===== config.mk =====
export PLATFORM = sky130hd
export DESIGN_NAME = sig_src_scheduler
export DESIGN_NICKNAME = d
export VERILOG_FILES = /design/src/rtl/sig_gen_pkg.sv /design/src/rtl/rr_pick4.sv /design/src/rtl/sig_src_scheduler.sv
export SDC_FILE = /design/constraint.sdc
export NUM_CORES = 1
export LEC_CHECK = 0
export ABC_AREA = 1
export BUFFER_PORTS_ARGS = -buffer_cell sky130_fd_sc_hd__buf_4
export CAP_MARGIN = 20
export CORE_MARGIN = 8
export CORE_UTILIZATION = 39
export CTS_CLUSTER_DIAMETER = 200
export DETAILED_ROUTE_END_ITERATION = 12
export PLACE_DENSITY = 0.57
export SLEW_MARGIN = 10
export SYNTH_ARGS = -nofsm -noshare
export SYNTH_HDL_FRONTEND = slang
export SYNTH_SLANG_ARGS = --single-unit

===== constraint.sdc =====
create_clock -name clk -period 2.05 [get_ports clk]
set_clock_uncertainty 0.1 [all_clocks]
set_input_delay 0.615 -clock clk [delete_from_list [all_inputs] [get_ports clk]]
set_output_delay 0.615 -clock clk [all_outputs]
set_load 0.01 [all_outputs]

===== src/rtl/sig_gen_pkg.sv =====
// Shared definitions for the signal-source scheduler: source count, select width,
// FSM state encodings and small index helpers.
package sig_gen_pkg;

  localparam int unsigned NUM_SRC = 4;
  localparam int unsigned SEL_W   = 2;
  localparam int unsigned ST_W    = 2;
  localparam int unsigned GAP_W   = 4;

  // Scheduler states
  localparam logic [ST_W-1:0] ST_IDLE = 2'd0;
  localparam logic [ST_W-1:0] ST_HOLD = 2'd1;
  localparam logic [ST_W-1:0] ST_GAP  = 2'd2;

  // One-hot grant vector for a binary source index
  function automatic logic [NUM_SRC-1:0] onehot(input logic [SEL_W-1:0] idx);
    return NUM_SRC'(1) << idx;
  endfunction

  // Source index 'ofs' positions after 'base', wrapping 3 -> 0
  function automatic logic [SEL_W-1:0] wrap_add(input logic [SEL_W-1:0] base,
                                                input logic [2:0]       ofs);
    return SEL_W'(base + SEL_W'(ofs));
  endfunction

endpackage


===== src/rtl/rr_pick4.sv =====
// Combinational 4-way round-robin picker: first set request strictly after ptr,
// wrapping around, with ptr itself considered last.
module rr_pick4
  import sig_gen_pkg::*;
(
  input  logic [3:0] req,
  input  logic [1:0] ptr,
  output logic       any,
  output logic [1:0] idx
);

  logic       found;
  logic [1:0] cand;

  // Scan ptr+1, ptr+2, ptr+3, ptr and keep the first requester seen
  always_comb begin
    any   = |req;
    idx   = ptr;
    found = 1'b0;
    cand  = ptr;
    for (int k = 1; k <= 4; k++) begin
      cand = wrap_add(ptr, 3'(k));
      if (!found && req[cand]) begin
        idx   = cand;
        found = 1'b1;
      end
    end
  end

endmodule


===== src/rtl/sig_src_scheduler.sv =====
// Time-slot scheduler for the shared 4:1 signal-source mux. Grants one source for a
// programmable slot, then mutes the output for a guard gap before re-arbitrating.
// Optional build macro: PRIO0_EN -- source 0 always wins arbitration and preempts
// any other source's slot while it requests.
module sig_src_scheduler
  import sig_gen_pkg::*;
#(
  parameter int unsigned SLOT_W     = 8,
  parameter int unsigned DEF_SLOT   = 16,
  parameter int unsigned GAP_CYCLES = 1
)(
  input  logic              clk,
  input  logic              rst,
  input  logic              en,
  input  logic [3:0]        req,
  input  logic [3:0]        done,
  input  logic [SLOT_W-1:0] slot_len_i,
  input  logic              slot_len_we,
  output logic [1:0]        sel,
  output logic              sel_vld,
  output logic [3:0]        gnt,
  output logic              mute
);

  localparam int unsigned DEF_SLOT_SAFE = (DEF_SLOT == 0) ? 1 : DEF_SLOT;

  logic [ST_W-1:0]   state_q, state_d;
  logic [SLOT_W-1:0] cnt_q, cnt_d;
  logic [GAP_W-1:0]  gap_q, gap_d;
  logic [1:0]        ptr_q, ptr_d;
  logic [1:0]        sel_d;
  logic [3:0]        gnt_d;
  logic              sel_vld_d;
  logic              mute_d;
  logic [SLOT_W-1:0] slot_len_q;

  logic              pick_any;
  logic [1:0]        pick_idx;
  logic              arb_go_c;
  logic [1:0]        arb_idx_c;
  logic              release_c;

  rr_pick4 u_pick (
    .req (req),
    .ptr (ptr_q),
    .any (pick_any),
    .idx (pick_idx)
  );

  // Arbitration result and slot release condition
  always_comb begin
    arb_go_c  = en && pick_any;
    release_c = (cnt_q == '0) || done[sel_q_idx()] || !req[sel_q_idx()] || !en;
`ifdef PRIO0_EN
    arb_idx_c = req[0] ? 2'd0 : pick_idx;
    if (req[0] && (sel != 2'd0)) begin
      release_c = 1'b1;
    end
`else
    arb_idx_c = pick_idx;
`endif
  end

  function automatic logic [1:0] sel_q_idx();
    return sel;
  endfunction

  // Next-state and next-output logic
  always_comb begin
    state_d   = state_q;
    cnt_d     = cnt_q;
    gap_d     = gap_q;
    ptr_d     = ptr_q;
    sel_d     = sel;
    gnt_d     = '0;
    sel_vld_d = 1'b0;
    mute_d    = 1'b1;

    case (state_q)
      ST_IDLE: begin
        if (arb_go_c) begin
          state_d   = ST_HOLD;
          gnt_d     = onehot(arb_idx_c);
          sel_d     = arb_idx_c;
          sel_vld_d = 1'b1;
          mute_d    = 1'b0;
          ptr_d     = arb_idx_c;
          cnt_d     = SLOT_W'(slot_len_q - SLOT_W'(1));
        end
      end

      ST_HOLD: begin
        if (release_c) begin
          state_d = ST_GAP;
          gap_d   = GAP_W'(GAP_CYCLES - 1);
        end else begin
          cnt_d     = SLOT_W'(cnt_q - SLOT_W'(1));
          gnt_d     = onehot(sel);
          sel_vld_d = 1'b1;
          mute_d    = 1'b0;
        end
      end

      ST_GAP: begin
        if (gap_q == '0) begin
          if (arb_go_c) begin
            state_d   = ST_HOLD;
            gnt_d     = onehot(arb_idx_c);
            sel_d     = arb_idx_c;
            sel_vld_d = 1'b1;
            mute_d    = 1'b0;
            ptr_d     = arb_idx_c;
            cnt_d     = SLOT_W'(slot_len_q - SLOT_W'(1));
          end else begin
            state_d = ST_IDLE;
          end
        end else begin
          gap_d = GAP_W'(gap_q - GAP_W'(1));
        end
      end

      default: begin
        state_d = ST_IDLE;
      end
    endcase
  end

  // State, counters and registered outputs
  always_ff @(posedge clk or posedge rst) begin
    if (rst) begin
      state_q <= ST_IDLE;
      cnt_q   <= '0;
      gap_q   <= '0;
      ptr_q   <= 2'd3;
      sel     <= 2'd0;
      gnt     <= '0;
      sel_vld <= 1'b0;
      mute    <= 1'b1;
    end else begin
      state_q <= state_d;
      cnt_q   <= cnt_d;
      gap_q   <= gap_d;
      ptr_q   <= ptr_d;
      sel     <= sel_d;
      gnt     <= gnt_d;
      sel_vld <= sel_vld_d;
      mute    <= mute_d;
    end
  end

  // Slot-length config; zero is stored as one so a slot is never empty
  always_ff @(posedge clk or posedge rst) begin
    if (rst) begin
      slot_len_q <= SLOT_W'(DEF_SLOT_SAFE);
    end else if (slot_len_we) begin
      slot_len_q <= (slot_len_i == '0) ? SLOT_W'(1) : slot_len_i;
    end
  end

endmodule

==> reports/metrics.cfg, run 1 <==
[floorplan]
die_x_um = 88.1
row_count = 26
die_area_sq_um = 7770
start_util_pct = 40.0
die_h_um = 88.1
io_pins = 28
core-area_sq_um = 5070

[synthesis]
synth_cells = 280
yosys.area_share.simple_pct = 37.8
synth_top_family_by_area = simple AND/OR/NAND/NOR gates
syn_nets = 303
syn_avg_cell_area_sq_um = 7.25
netlist_area_sq_um = 2030
synth_xor_area_share_pct = 2.16
yosysUniqueCellTypes = 33
ys_seq_area_share_pct = 39.7
synth_seq_cells = 32
ys_warn_count = 0
synth_mux_area_share_pct = 0
synth_compound_area_share_pct = 9.43
synthAdderAreaFrac_pct = 1.85

[clock_tree]
path_clk_slew_ns = 0.07
clkSinkCount = 32
post_cts_buffers = 0
worstSkewPairLatency_ns = 0.28
clockBufferDepth = 2
htreeDepth = 2
cts_root_buf = clkbuf_8
cts_tree = yes
cts_buffers = 5

[power]
intPower_mw = 2.00
p_clk_share_pct = 18.0
p_sw_mw = 1.66
powerDensity_nw_per_um2 = 1500
combPwrFrac_pct = 51.6
p_leak_nw = 1.31
swShare_pct = 45.3
seq_power_share_pct = 30.4
max-vdd-ir-drop_uv = 684

[job]
max_cap_viol_count = 0

[global_route]
grt-ovfl-total = 0
grt_max_degree = 33
antenna_found_initial = 0
grt_pass1_vias = 1683
grt_pass1_wl_um = 7350
grt_usage_pct = 12.0

[sta]
period_minus_slack_ns = 1.82
post-route-period-util_pct = 88.6
setup_ws_ns = 0.235
drv_slew = 0
finalSetupViolations = 0
hold_viol_final = 0
setup-tns-final_ns = 0
grt_setup_unrepaired = no
tightest_slew_ns = 0.422
max_freq_mhz = 551
slew-limit-headroom_pct = 71.8

[place]
globalplace.congestion = 0.833
dp_hpwl_um = 3290
placed_cells = 374
dpl_worst_slack_ns = 0.151
portBuffers = 27

[route]
via_count = 1751
avgViaCountPerCell = 4.58
post_drt_wl_per_cell_um = 11.2
dr.pass1.iters = 4
drt_iter0_drc = 112
ant_nets = 0
drt-total-wl_um = 4270
route.detailed.drc = 0

[setup_path]
path_cells = inv_8 -> nand2_2 -> nand2_2 -> nand2_2 -> nand2_4 -> nor2_1 -> nand3_1 -> nand2_1 -> nor2_1 -> nand2_1 -> nand2_1
worstSetupEndpointType = flip-flop
critical_path.top_delay_family = simple AND/OR/NAND/NOR gates
slowest_stage = dfstp_2
worst-path-buf-inv = 1
slowest_delay_ns = 0.70
worstSetupPathType = reg -> reg
path_max_fanout = 10
critPathRequiredTime_ns = 2.12
cp.arrival_ns = 1.89
startpoint_type = flip-flop

[cells_and_area]
layout.area.seq_sq_um = 806
drive_gt1_share_pct = 24.4
multi_input_area_sq_um = 1050
antennaDiodeCount = 0
num-nets-final = 334
fillers = 553
finalNonFillerCells = 382
area_growth_pct = 19.7

[hold_path]
hold_class = in -> async

[outcome]
outcome = complete, no violations

power by group through the flow:
stage	combinational [mW]	sequential, mW	clock [mW]
after floorplan	1.52	1.06	0
after global placement	1.88	1.12	0
after detailed placement	1.89	1.11	0
after CTS	1.89	1.11	0.675
after global routing	2.16	1.14	0.692
final	1.89	1.11	0.657
logic make-up (layout without fill, tap and decap cells):
logic type	count (synthesis)	after routing
AO/OA/AOI/OAI	29	29
adder cells (fa/ha/maj)	3	3
flip-flops	32	32
buffers and inverters	39	71
AND/OR/NAND/NOR	172	172
XOR/XNOR	5	5
worst register-to-register path, cell delays in order (launching register included):
cell and delay, ns:
dfstp_2 0.70, inv_8 0.08, nand2_2 0.08, nand2_2 0.06, nand2_2 0.10, nand2_4 0.09, nor2_1 0.13, nand3_1 0.08
nand2_1 0.10, nor2_1 0.06, nand2_1 0.08, nand2_1 0.05
metal layers:
layer | GRT usage, % | up-vias | wire length [um]
met5 | 0 | - | 0
met1 | 15.1 | 773 | 2110
met4 | 3.99 | 0 | 43
li1 | - | 936 | -
met2 | 19.2 | 37 | 1870
met3 | 3.38 | 5 | 245
stage by stage:
step                      cell area, sq um  power, mW  utilization (%)  hold WS (ns)
after floorplan                       2030       2.58                -         0.360
after global placement                2300       3.00             45.2         0.375
after detailed placement              2300       3.00             45.2         0.388
after CTS                             2420       3.67             47.7         0.330
after global routing                  2430       3.99             47.9         0.357
final                                 2430       3.65             47.9         0.317
registers in the layout, summed over array words and instances, names as in the netlist:
register	flops
sel	2
gnt	4
mute	1
gap_q	4
slot_len_q	8
ptr_q	2
state_q	2
cnt_q	8
sel_vld	1
timing repair:
action / CTS / global route
setup endpoints to repair: 0 / 8
hold buffers: 0 / 0
gates resized for setup: 0 / 1
placed cells by master (no fill, tap or decap), types with 2 or more instances in the layout:
| cell | instances |
|---|---|
| nor3_1 | 2 |
| inv_1 | 26 |
| nand3_1 | 23 |
| nand4_1 | 3 |
| xor2_1 | 3 |
| ha_1 | 3 |
| buf_4 | 29 |
| nand2_2 | 12 |
| nor2_2 | 2 |
| a211oi_1 | 2 |
| inv_2 | 4 |
| o21ai_0 | 11 |
| nand2_1 | 105 |
| a21oi_1 | 4 |
| xnor2_1 | 2 |
| dfstp_2 | 4 |
| clkinv_4 | 2 |
| dfrtp_1 | 28 |
| clkbuf_8 | 7 |
| nand2_4 | 3 |
| o21ai_2 | 8 |
| nor2_1 | 18 |
cells in the mapped netlist (all sizes together):
library cell	count	area [sq um]
a22oi	1	7.51
nand2	120	503
clkinv	3	21.3
clkbuf	1	3.75
inv	31	124
nor4	1	6.26
nand4	3	18.8
xor2	3	26.3
nor2	20	80.1
o21bai	1	7.51
nand3	25	143
dfstp	4	105
and2	1	6.26
buf	4	35.0
o21ai	20	134
a211oi	2	15.0
ha	3	37.5
dfrtp	28	701
a21boi	1	7.51
nor3	2	10.0
xnor2	2	17.5
a21oi	4	20.0
final cells by class:
| class | count | area share [%] |
|---|---|---|
| inverters | 34 | 5.97 |
| clock buffers | 7 | 3.96 |
| flip-flops and latches | 32 | 33.2 |
| well taps | 70 | 3.60 |
| multi-input cells | 209 | 43.1 |
| clock inverters | 1 | 1.24 |
| repair buffers | 29 | 8.96 |
worst paths after layout:
check / start / end / slack [ns] / depth (start not counted)
max in group asynchronous: rst / slot_len_q[4] / 1.20 / 3
worst max-delay path: ptr_q[0] / gnt[3] / 0.23 / 11
worst max register to register: ptr_q[0] / gnt[3] / 0.23 / 11
worst min-delay path: rst / gap_q[3] / 0.32 / 3
worst min register to register: slot_len_q[4] / slot_len_q[4] / 0.39 / 2
min in group clk: slot_len_q[4] / slot_len_q[4] / 0.39 / 2
Power figures use the tool's default switching activity.
==> run 2, diff against run 1 <==
Settings changed: BUFFER_PORTS_ARGS -buffer_cell sky130_fd_sc_hd__buf_4 to -buffer_cell sky130_fd_sc_hd__buf_2, CTS_BUF_LIST from default to sky130_fd_sc_hd__clkbuf_8, CTS_CLUSTER_SIZE from default to 24.
==> run 2 against run 1 <==
Net effect:
- critical path type unchanged
- cell count rose by 0.26%
- clock power decreased by 8.7%
- core utilization decreased by 1.5 points
- largest power group unchanged
- largest cell class unchanged
==> reports/metrics.cfg, run 2 (synthesis gave the netlist of run 1 again) <==
[setup_path]
cp.arrival_ns = 1.89  ; about the same
path_depth = 11  ; unchanged
r2r-start = ptr_q[0]
critical_path.top_delay_family = simple AND/OR/NAND/NOR gates
path_max_fanout = 10  ; unchanged
path_cells = nand2_1 -> nand2_2 -> nand2_2 -> nand2_4 -> clkinv_4 -> nand3_1 -> nand2_1 -> nand2_1 -> nand2_2 -> nand2_2 -> nand2_1
startpoint = ptr_q[0]
r2r_cells = 11  ; unchanged
worstSetupEndpointType = flip-flop
worstSetupPathType = reg -> reg
slowest_stage = dfstp_2
slowest_delay_ns = 0.70  ; about the same
critPathRequiredTime_ns = 2.13  ; about the same
worst-path-buf-inv = 1  ; unchanged
startpoint_type = flip-flop

[route]
drt-total-wl_um = 4260  ; -0.19%
dr.pass1.iters = 4  ; unchanged
route.detailed.drc = 0  ; unchanged
avgViaCountPerCell = 4.55  ; -0.66%
ant_nets = 0  ; unchanged
post_drt_wl_per_cell_um = 11.1  ; -0.45%
via_count = 1744  ; -0.40%
drt_iter0_drc = 64  ; -43%

[floorplan]
core-area_sq_um = 5070  ; unchanged
io_pins = 28  ; unchanged
row_count = 26  ; unchanged
die_h_um = 88.1  ; unchanged
die_area_sq_um = 7770  ; unchanged
start_util_pct = 40.0  ; unchanged
die_x_um = 88.1  ; unchanged

[global_route]
grt_pass1_vias = 1735  ; +3.1%
grt_max_degree = 33  ; unchanged
grt_pass1_wl_um = 7510  ; +2.2%
antenna_found_initial = 0  ; unchanged
grt_usage_pct = 12.3  ; +0.28 points
grt-ovfl-total = 0  ; unchanged

[job]
max_cap_viol_count = 0  ; unchanged

[cells_and_area]
num-nets-final = 335  ; +0.30%
area_growth_pct = 16.0
fillers = 530  ; -4.2%
final_common_cell = nand2_1
antennaDiodeCount = 0  ; unchanged
most-common-layout-cells = nand2_1 (105), dfrtp_1 (28), buf_2 (27), inv_1 (26), nand3_1 (23)
drive_gt1_share_pct = 24.6  ; +0.24 points
largestRegisters = cnt_q x8, slot_len_q x8

[power]
max-vdd-ir-drop_uv = 558  ; -19%
p_leak_nw = 1.29  ; -1.9%
powerDensity_nw_per_um2 = 1520  ; +0.79%

[sta]
max_freq_mhz = 552  ; +0.16%
finalSetupViolations = 0  ; unchanged
hold_ws_ns = 0.299  ; -0.0174 ns
setup-tns-final_ns = 0  ; unchanged
drv_slew = 0  ; unchanged
slew-limit-headroom_pct = 72.4  ; +0.66 points
grt_setup_unrepaired = no
period_minus_slack_ns = 1.81  ; -0.00295 ns
hold_viol_final = 0  ; unchanged
post-route-period-util_pct = 88.4  ; -0.14 points
tightest_slew_ns = 0.412  ; -0.00982 ns

[place]
portBuffers = 27  ; unchanged
dp_hpwl_um = 3260  ; -1.0%
globalplace.congestion = 0.820  ; -1.6%

[clock_tree]
path_clk_slew_ns = 0.07  ; about the same
cts_tree = yes
worstSkewPairLatency_ns = 0.28  ; about the same
cts_buffers = 5  ; unchanged
cts.hold.buffers_added = 0  ; unchanged
cts_root_buf = clkbuf_8
htreeDepth = 2  ; unchanged
clkSinkCount = 32  ; unchanged
post_cts_buffers = 0  ; unchanged
cts.repair.resized = 0  ; unchanged
clockBufferDepth = 2  ; unchanged

[outcome]
outcome = complete, no violations

[hold_path]
hold_class = in -> async

==> run 2: changes by cell type in the layout (fill, tap and decap cells not counted) <==
cell	before	now
buf_2	0	27
buf_4	29	3
clkbuf_8	7	5
clkinv_2	0	1
clkinvlp_4	0	1
==> run 2: layout make-up <==
cell class | instances | area [sq um] | share of cell area [%]
Tap cell | 70 | 87.6 | 3.72
Sequential cell | 32 | 806 | 34.2
Timing Repair Buffer | 30 | 158 | 6.69
Inverter | 34 | 145 | 6.16
Clock buffer | 5 | 68.8 | 2.92
Multi-Input combinational cell | 209 | 1050 | 44.5
Clock inverter | 3 | 42.5 | 1.81
==> run 2: per-stage QoR <==
| step | setup slack (ns) | area [sq um] | util (%) | instances | power [mW] |
|---|---|---|---|---|---|
| 3_3_place_gp | 0.189 | 2240 | 44.1 | 375 | 2.96 |
| 2_1_floorplan | 0.455 | 2030 | - | 280 | 2.58 |
| 3_5_place_dp | 0.153 | 2240 | 44.1 | 375 | 2.97 |
| 6_report | 0.238 | 2350 | 46.4 | 383 | 3.57 |
| 5_1_grt | 0.0771 | 2350 | 46.4 | 383 | 3.93 |
| 4_1_cts | 0.146 | 2350 | 46.3 | 383 | 3.58 |
==> run 2: metal layers <==
layer / global-route usage, % / wire, um
met1: 15.5 / 2210
met2: 19.5 / 1810
met5: 0 / 0
met3: 3.56 / 215
met4: 4.15 / 27
==> run 2: worst paths after layout <==
kind | endpoint | slack, ns
worst min-delay path | gap_q[2] | 0.30
min in group clk | slot_len_q[4] | 0.39
worst max-delay path | sel[1] | 0.24
max in group asynchronous | mute | 1.22
worst min register to register | slot_len_q[4] | 0.39
worst max register to register | sel[1] | 0.24
==> run 2: power by group <==
| part | internal [mW] | switching [mW] | total (mW) |
|---|---|---|---|
| registers | 0.877 | 0.230 | 1.11 |
| logic | 0.659 | 1.20 | 1.86 |
| clock network | 0.359 | 0.241 | 0.600 |
| total | 1.90 | 1.67 | 3.57 |
==> run 2: worst min-delay path, cell delays in order <==
cell and delay (ns):
buf_2 0.09, inv_1 0.04, buf_4 0.36
==> run 3, diff against run 2 <==
Clock period 2.05 ns to 2.14 ns, I/O delays scaled along.
==> run 3 against run 2 <==
Net effect:
- final area shrank 1.6%
- power is 8.0% lower
- combinational power shrank 5%
- sequential power shrank 5%
- die area unchanged
- largest power group unchanged
- flip-flop and latch count did not move
- largest cell class unchanged
- fmax fell by 5.5%
- register-to-register slack about the same
- non-clock buffer count shrank 1
==> reports/metrics.cfg, run 3 (synthesis gave the netlist of run 1 again) <==
[power]
p_clk_share_pct = 14.0  ; -2.8 points
p_sw_mw = 1.60  ; -4.6%
powerDensity_nw_per_um2 = 1420  ; -6.5%
seq_power_share_pct = 32.2  ; +1.2 points
p_leak_nw = 1.27  ; -0.97%
intPower_mw = 1.69  ; -11%
combPwrFrac_pct = 53.8  ; +1.7 points
max-vdd-ir-drop_uv = 510  ; -8.5%
swShare_pct = 48.6  ; +1.8 points

[hold_path]
hold_class = in -> async

[setup_path]
worstSetupPathType = reg -> reg
path_max_fanout = 15  ; +5
r2r-start = gap_q[0]
startpoint_type = flip-flop
cp.arrival_ns = 1.99  ; +0.10 ns
reg2reg_to = cnt_q[6]
startpoint = gap_q[0]
worstSetupEndpointType = flip-flop
critPathCapture = cnt_q[6]
ff2ff_setup_slack_ns = 0.22  ; about the same
critPathRequiredTime_ns = 2.22  ; +0.09 ns
r2r_cells = 8  ; -3

[floorplan]
die_x_um = 88.1  ; unchanged
row_count = 26  ; unchanged
die_h_um = 88.1  ; unchanged
start_util_pct = 40.0  ; unchanged
core-area_sq_um = 5070  ; unchanged
io_pins = 28  ; unchanged
die_area_sq_um = 7770  ; unchanged

[global_route]
antenna_found_initial = 0  ; unchanged
grt-ovfl-total = 0  ; unchanged
grt_usage_pct = 12.3  ; about the same
grt_max_degree = 33  ; unchanged
grt_pass1_wl_um = 7580  ; +0.92%
grt_pass1_vias = 1702  ; -1.9%

[sta]
slew-limit-headroom_pct = 56.9  ; -15 points
post-route-period-util_pct = 89.6  ; +1.2 points
finalSetupViolations = 0  ; unchanged
tightest_slew_ns = 0.646  ; +0.233 ns
period_minus_slack_ns = 1.92  ; +0.105 ns
grt_setup_unrepaired = no
drv_slew = 0  ; unchanged
hold_viol_final = 0  ; unchanged
setup_ws_ns = 0.223  ; -0.0150 ns
max_freq_mhz = 522  ; -5.5%
setup-tns-final_ns = 0  ; unchanged

[route]
dr.pass1.iters = 4  ; unchanged
route.detailed.drc = 0  ; unchanged
post_drt_wl_per_cell_um = 11.1  ; about the same
via_count = 1727  ; -0.97%
ant_nets = 0  ; unchanged
avgViaCountPerCell = 4.52  ; -0.72%
drt-total-wl_um = 4260  ; -0.16%
drt_iter0_drc = 81  ; +27%

[clock_tree]
clkSinkCount = 32  ; unchanged
cts_tree = yes
clockBufferDepth = 2  ; unchanged
worstSkewPairLatency_ns = 0.28  ; about the same
cts.repair.resized = 0  ; unchanged
htreeDepth = 2  ; unchanged
path_clk_slew_ns = 0.07  ; about the same
cts.hold.buffers_added = 0  ; unchanged
post_cts_buffers = 0  ; unchanged
cts_buffers = 5  ; unchanged
cts_root_buf = clkbuf_8

[job]
max_cap_viol_count = 0  ; unchanged

[cells_and_area]
antennaDiodeCount = 0  ; unchanged
most-common-layout-cells = nand2_1 (105), dfrtp_1 (28), buf_2 (27), inv_1 (26), nand3_1 (23)
area_growth_pct = 14.1
final_common_cell = nand2_1
num-nets-final = 334  ; -0.30%
drive_gt1_share_pct = 24.4  ; -0.24 points
fillers = 527  ; -0.57%
largestRegisters = cnt_q x8, slot_len_q x8

[place]
dpl_worst_slack_ns = 0.237  ; +0.0839 ns
dp_hpwl_um = 3250  ; -0.10%
globalplace.congestion = 0.822  ; +0.24%
portBuffers = 27  ; unchanged

[outcome]
outcome = complete, no violations

[run 3: routing by layer]
metal	share of wire, %	GRT usage, %	up-vias
li1	-	-	940
met1	51	15.9	740
met2	42	19.3	43
met3	5.9	3.47	4
met4	1.1	3.38	0
met5	0	0	-
[run 3: cell type report]
| type | instances | area, sq um | area share, % |
|---|---|---|---|
| clock buffer | 5 | 68.8 | 2.97 |
| multi-input combinational | 209 | 1040 | 44.9 |
| sequential | 32 | 806 | 34.8 |
| clock inverter | 3 | 18.8 | 0.810 |
| inverter | 34 | 145 | 6.27 |
| timing repair buffer | 29 | 150 | 6.48 |
| tap | 70 | 87.6 | 3.78 |
[run 3: through the flow]
stage	std cells	hold WS, ns	util [%]	area [sq um]	power [mW]
after CTS	382	0.343	45.6	2320	3.31
after global placement	374	0.380	43.9	2230	2.83
after floorplan	280	0.360	-	2030	2.47
after global routing	382	0.364	45.6	2320	3.63
final	382	0.328	45.6	2320	3.28
after detailed placement	374	0.404	43.9	2230	2.83
[run 3: worst min-delay path by stage]
stage / to / start / cells past startpoint
6_report: gap_q[0] / rst / 3
5_1_grt: cnt_q[1] / rst / 3
4_1_cts: cnt_q[5] / rst / 3
3_5_place_dp: ptr_q[1] / ptr_q[1] / 2
3_3_place_gp: slot_len_q[4] / slot_len_q[4] / 2
2_1_floorplan: slot_len_q[4] / slot_len_q[4] / 2
[run 3: critical path, cell delays in order, from the launching register on]
cell and delay [ns]:
dfrtp_1 0.37, inv_1 0.08, ha_1 0.20, nand2_1 0.06
inv_1 0.05, o21ai_2 0.51, nand2_2 0.26, nand2_1 0.13
nand2_1 0.05
[run 3: power by group through the flow]
stage	combinational, mW	clock [mW]	sequential [mW]
after floorplan	1.46	0	1.02
after global placement	1.77	0	1.07
after detailed placement	1.77	0	1.06
after CTS	1.78	0.473	1.05
after global routing	2.04	0.504	1.09
final	1.76	0.460	1.06
